**src/rtl/matrix_mac_engine.sv**
```systemverilog
// matrix_mac_engine: NxN unsigned matrix multiply C = A x B,
// one multiply-accumulate per cycle with live read-back of C.
module matrix_mac_engine #(
  parameter int N    = 3,
  parameter int DW   = 8,
  parameter int CW   = 18,
  parameter int IDXW = 4
) (
  input  logic            clk,
  input  logic            rst,
  input  logic            wr_en,
  input  logic            wr_mat,
  input  logic [IDXW-1:0] wr_idx,
  input  logic [DW-1:0]   wr_data,
  input  logic            start,
  output logic            busy,
  output logic            done,
  output logic            err,
  input  logic [IDXW-1:0] rd_idx,
  output logic [CW-1:0]   rd_data
);
  localparam int NN = N * N;
  localparam int DEPTH = 2 ** IDXW;
  localparam logic [IDXW-1:0] NW = IDXW'(N);
  localparam logic [IDXW-1:0] LAST = IDXW'(N - 1);
  localparam logic [IDXW:0] NN_W = (IDXW + 1)'(NN);

  typedef enum logic [1:0] {IDLE, CALC, DONE} state_t;
  state_t state_q, state_d;

  logic [DW-1:0]   a_mem [DEPTH];
  logic [DW-1:0]   b_mem [DEPTH];
  logic [CW-1:0]   c_mem [DEPTH];
  logic [CW-1:0]   acc;
  logic [IDXW-1:0] ci, cj, ck;
  logic [IDXW-1:0] a_idx, b_idx, c_idx;
  logic [2*DW-1:0] prod;
  logic [CW-1:0]   sum;
  logic            k_last, j_last, i_last;
  logic            wr_ok, rd_ok;

  assign a_idx = ci * NW + ck;
  assign b_idx = ck * NW + cj;
  assign c_idx = ci * NW + cj;

  assign k_last = (ck == LAST);
  assign j_last = (cj == LAST);
  assign i_last = (ci == LAST);

  assign prod = {{DW{1'b0}}, a_mem[a_idx]}
              * {{DW{1'b0}}, b_mem[b_idx]};
  // k = 0 starts a fresh dot product
  assign sum = ((ck == '0) ? '0 : acc) + CW'(prod);

  assign wr_ok = wr_en && (state_q == IDLE)
              && ({1'b0, wr_idx} < NN_W);
  assign rd_ok = ({1'b0, rd_idx} < NN_W);

  assign busy = (state_q == CALC);
  assign done = (state_q == DONE);

  always_comb begin
    state_d = state_q;
    unique case (state_q)
      IDLE: if (start) state_d = CALC;
      CALC: if (k_last && j_last && i_last) state_d = DONE;
      DONE: state_d = IDLE;
      default: state_d = IDLE;
    endcase
  end

  always_ff @(posedge clk) begin
    if (rst) begin
      state_q <= IDLE;
      ci      <= '0;
      cj      <= '0;
      ck      <= '0;
      acc     <= '0;
      err     <= 1'b0;
      rd_data <= '0;
      for (int x = 0; x < DEPTH; x++) begin
        a_mem[x] <= '0;
        b_mem[x] <= '0;
        c_mem[x] <= '0;
      end
    end else begin
      state_q <= state_d;
      err     <= wr_en && !wr_ok;
      rd_data <= rd_ok ? c_mem[rd_idx] : '0;
      if (wr_ok && !wr_mat) a_mem[wr_idx] <= wr_data;
      if (wr_ok && wr_mat) b_mem[wr_idx] <= wr_data;
      if (state_q == CALC) begin
        acc <= sum;
        if (k_last) c_mem[c_idx] <= sum;
        ck <= k_last ? '0 : ck + IDXW'(1);
        if (k_last)
          cj <= j_last ? '0 : cj + IDXW'(1);
        if (k_last && j_last)
          ci <= i_last ? '0 : ci + IDXW'(1);
      end
    end
  end
endmodule

```
**config.mk**
```make
export PLATFORM = sky130hd
export DESIGN_NAME = matrix_mac_engine
export DESIGN_NICKNAME = d
export VERILOG_FILES = /design/src/rtl/matrix_mac_engine.sv
export SDC_FILE = /design/constraint.sdc
export NUM_CORES = 1
export LEC_CHECK = 0
export BUFFER_PORTS_ARGS = -buffer_cell sky130_fd_sc_hd__buf_2
export CAP_MARGIN = 5
export CORE_MARGIN = 5
export CORE_UTILIZATION = 62
export CTS_CLUSTER_DIAMETER = 60
export DETAILED_ROUTE_END_ITERATION = 10
export GPL_TIMING_DRIVEN = 0
export PLACE_DENSITY = 0.9
export SYNTH_ARGS = -nofsm -noshare
export SYNTH_HDL_FRONTEND = slang
export SYNTH_SLANG_ARGS = --single-unit
```
**constraint.sdc**
```tcl
create_clock -name clk -period 9.8 [get_ports clk]
set_clock_uncertainty 0.1 [all_clocks]
set_input_delay 0.98 -clock clk [delete_from_list [all_inputs] [get_ports clk]]
set_output_delay 0.98 -clock clk [all_outputs]
set_load 0.1 [all_outputs]
```
==> flow_summary.yaml <==
outcome:
  status: "finished, violations left"
  violations: "DRC"
grt:
  overflow: 0
  grt_pass1_wl_um: 84700
  grtUsageTotal_pct: 26.7
  grt_start_max_net_pins: 19
  antenna_found_initial: 0
  grt_pass1_vias: 15400
floorplanning:
  fp.dieW_um: 203
  pin_count: 42
  core_area_sq_mm: 0.0367
  rows: 70
  start_util_pct: 62.9
  dieArea_sq_mm: 0.0412
  die_h_um: 203
route:
  via_per_inst: 6.01
  drt-total-wl_um: 54400
  vias: 14600
  drc: 2
  wire_per_inst_um: 22.4
  drt_first_iter_violations: 1311
  ant_nets: 0
  dr.pass1.iters: 8
synth:
  synth_top_cell_area_share_pct: 54.4
  synth_area_leaders: "edfxtp_1 (54%), mux4_2 (8.8%), and2_1 (5.2%)"
  syn_inst: 1724
  seq_area_frac_synth_pct: 58.8
  synth_edf_count: 418
  synth.distinct_cells: 69
  syn_area_per_cell_sq_um: 13.4
  ys_async_sr_fraction_pct: 0
  ys_seq_elements: 469
  ys_warn_count: 0
  syn_area_sq_mm: 0.0231
  synth_area_leader_cell: "edfxtp_1"
  synthFlopType: "edfxtp_1"
power_and_ir_drop:
  p_clk_share_pct: 34.9
  p_int_w: 0.00382
  p_sw_share_pct: 30.8
  power.leakage_nw: 9.98
  power-per-cell-area_mw_per_mm2: 213
  switchingPower_w: 0.00170
  report.power.total_w: 0.00552
  pwr-share-comb_pct: 23.1
  ir_worst_vdd_uv: 172
  seq_power_share_pct: 42.0
sta:
  fmax_mhz: 115
  finalSetupTns_ps: 0
  final.min_clock_period_ps: 8730
  slew_viol_final: 0
  setup_viol: 0
  rsz0062_at_grt: "no"
  final-hold-violation-count: 0
  final.period_utilization_pct: 89.0
  tightest_slew_ps: 1150
  slew_headroom_pct: 23.6
worst_setup_path:
  slowest_delay_ps: 770
  crit_top_cell: "fa_1"
  crit_type: "flip-flop to flip-flop"
  critical_path.cell_chain: "inv_1 -> fa_1 -> inv_1 -> ha_1 -> inv_1 -> fa_1 -> clkbuf_1 -> clkbuf_1 -> mux4_2 -> mux4_2 -> and2_1 -> fa_1 -> fa_1 -> fa_1 -> inv_1 -> fa_1 -> inv_1 -> ha_1 -> a21oi_2 -> o21ai_2 -> a211o_1 -> a211oi_2 -> clkbuf_1 -> nor2_1"
  critPathBufInv: 8
  end_kind: "flip-flop"
  slowest_stage: "a211oi_2"
  ff2ff_path_depth: 24
  cp.depth: 24
  crit_family: "adder cells"
  cp-start-kind: "flip-flop"
  critPathMaxFanout: 10
  arrival_ps: 8960
  timing.critical_path.required_ps: 10040
place:
  placed_cells: 2341
  placed_area_sq_mm: 0.0243
  gp_congestion: 0.870
  dp_hpwl_um: 36800
  io_buffer_count: 38
clock_tree:
  ctsHoldBuffers: 0
  cts_tree: "done"
  insertion_delay_ps: 610
  htree_levels: 2
  clkSinkCount: 469
  path_clk_slew_ps: 60
  clockRootBuffer: "clkbuf_16"
  numCtsBuffers: 48
  cts_resized: 0
  cts_buffer_depth: 3
  postCtsSetupBuffers: 0
min_path:
  whs_path_depth: 2
  hp-class: "flip-flop to flip-flop"
run:
  cap_violations: 0
final_layout:
  fin_nets: 2057
  final_area_sq_mm: 0.0259
  drive_gt1_share_pct: 15.1
  fin_util_pct: 70.7
  final_cell_mix: "edfxtp_1 (418), nor2_1 (206), and2_1 (192)"
  synthToLayoutAreaGrowth_pct: 12.3
  final_common_cell: "edfxtp_1"
  nFillCells: 2239
  stdcell_count: 2430
==> power groups by stage <==
| stage | combinational (W) | clock (W) | sequential (W) |
|---|---|---|---|
| detailed placement | 0.00124 | 0 | 0.00236 |
| finish | 0.00128 | 0.00192 | 0.00232 |
| floorplan | 0.000870 | 0 | 0.00237 |
| global route | 0.00140 | 0.00201 | 0.00233 |
| CTS | 0.00126 | 0.00193 | 0.00232 |
| global placement | 0.00118 | 0 | 0.00235 |
==> layout make-up <==
class	instances	area [sq um]	share of cell area [%]
clock buffer	52	1230	4.73
buffer	112	480	1.85
clock inverter	36	424	1.64
timing repair buffer	38	190	0.733
antenna	1	2.50	0.00965
sequential	469	13600	52.3
inverter	102	383	1.48
tap	468	586	2.26
multi-input combinational	1152	9070	35.0
==> worst register-to-register path, cell delays in order (launching register included) <==
cell and delay, ps:
dfxtp_1 490, inv_1 160, fa_1 460, inv_1 80
ha_1 140, inv_1 50, fa_1 540, clkbuf_1 320
clkbuf_1 670, mux4_2 420, mux4_2 600, and2_1 220
fa_1 530, fa_1 490, fa_1 520, inv_1 50
fa_1 470, inv_1 40, ha_1 380, a21oi_2 210
o21ai_2 100, a211o_1 390, a211oi_2 770, clkbuf_1 210
nor2_1 70
==> per-stage QoR <==
step,worst slack (ps),hold slack (ps)
2_1_floorplan,2400,332
3_3_place_gp,1310,342
3_5_place_dp,1120,345
4_1_cts,1090,355
5_1_grt,721,370
6_report,1070,360
==> kinds of logic (layout without fill, tap and decap cells) <==
logic type	count (synthesis)	count (layout)	synth area share, %
xor+xnor	27	27	1.24
other cells	1	113	0.0162
mux	139	139	11.0
buf+inv	214	340	3.74
fa+ha+maj	113	113	7.94
compound gates	148	148	4.09
simple gates	613	613	13.2
flops	469	469	58.8
==> worst paths after layout <==
check                              from      endpoint  slack [ps]
worst max register to register    ck[1]  c_mem[4][15]        1070
worst min-delay path            acc[12]       acc[12]         360
worst min register to register  acc[12]       acc[12]         360
worst max-delay path              ck[1]  c_mem[4][15]        1070
==> state kept, by name, summed over array words and instances, names as in the netlist <==
name / count
a_mem: 128
rd_data: 18
acc: 18
state_q: 2
ci: 4
b_mem: 128
cj: 4
c_mem: 162
ck: 4
err: 1
==> synth_stat cells, types with 31 or more instances <==
library cell  instances
a21oi_1              41
fa_1                 56
and2_1              192
nand2_1             125
ha_1                 57
nor2_1              206
dfxtp_1              51
clkbuf_1             71
edfxtp_1            418
mux2i_1              31
mux4_2               90
inv_1               100
==> layer usage <==
layer / track usage [%] / part of all wire (%) / up-vias
met5: 0 / 0 / -
met3: 5.03 / 8.2 / 190
met1: 31.3 / 35 / 7196
li1: - / - / 6384
met2: 47.9 / 52 / 826
met4: 11.9 / 4.7 / 0
(Power assumes the default switching activity.)
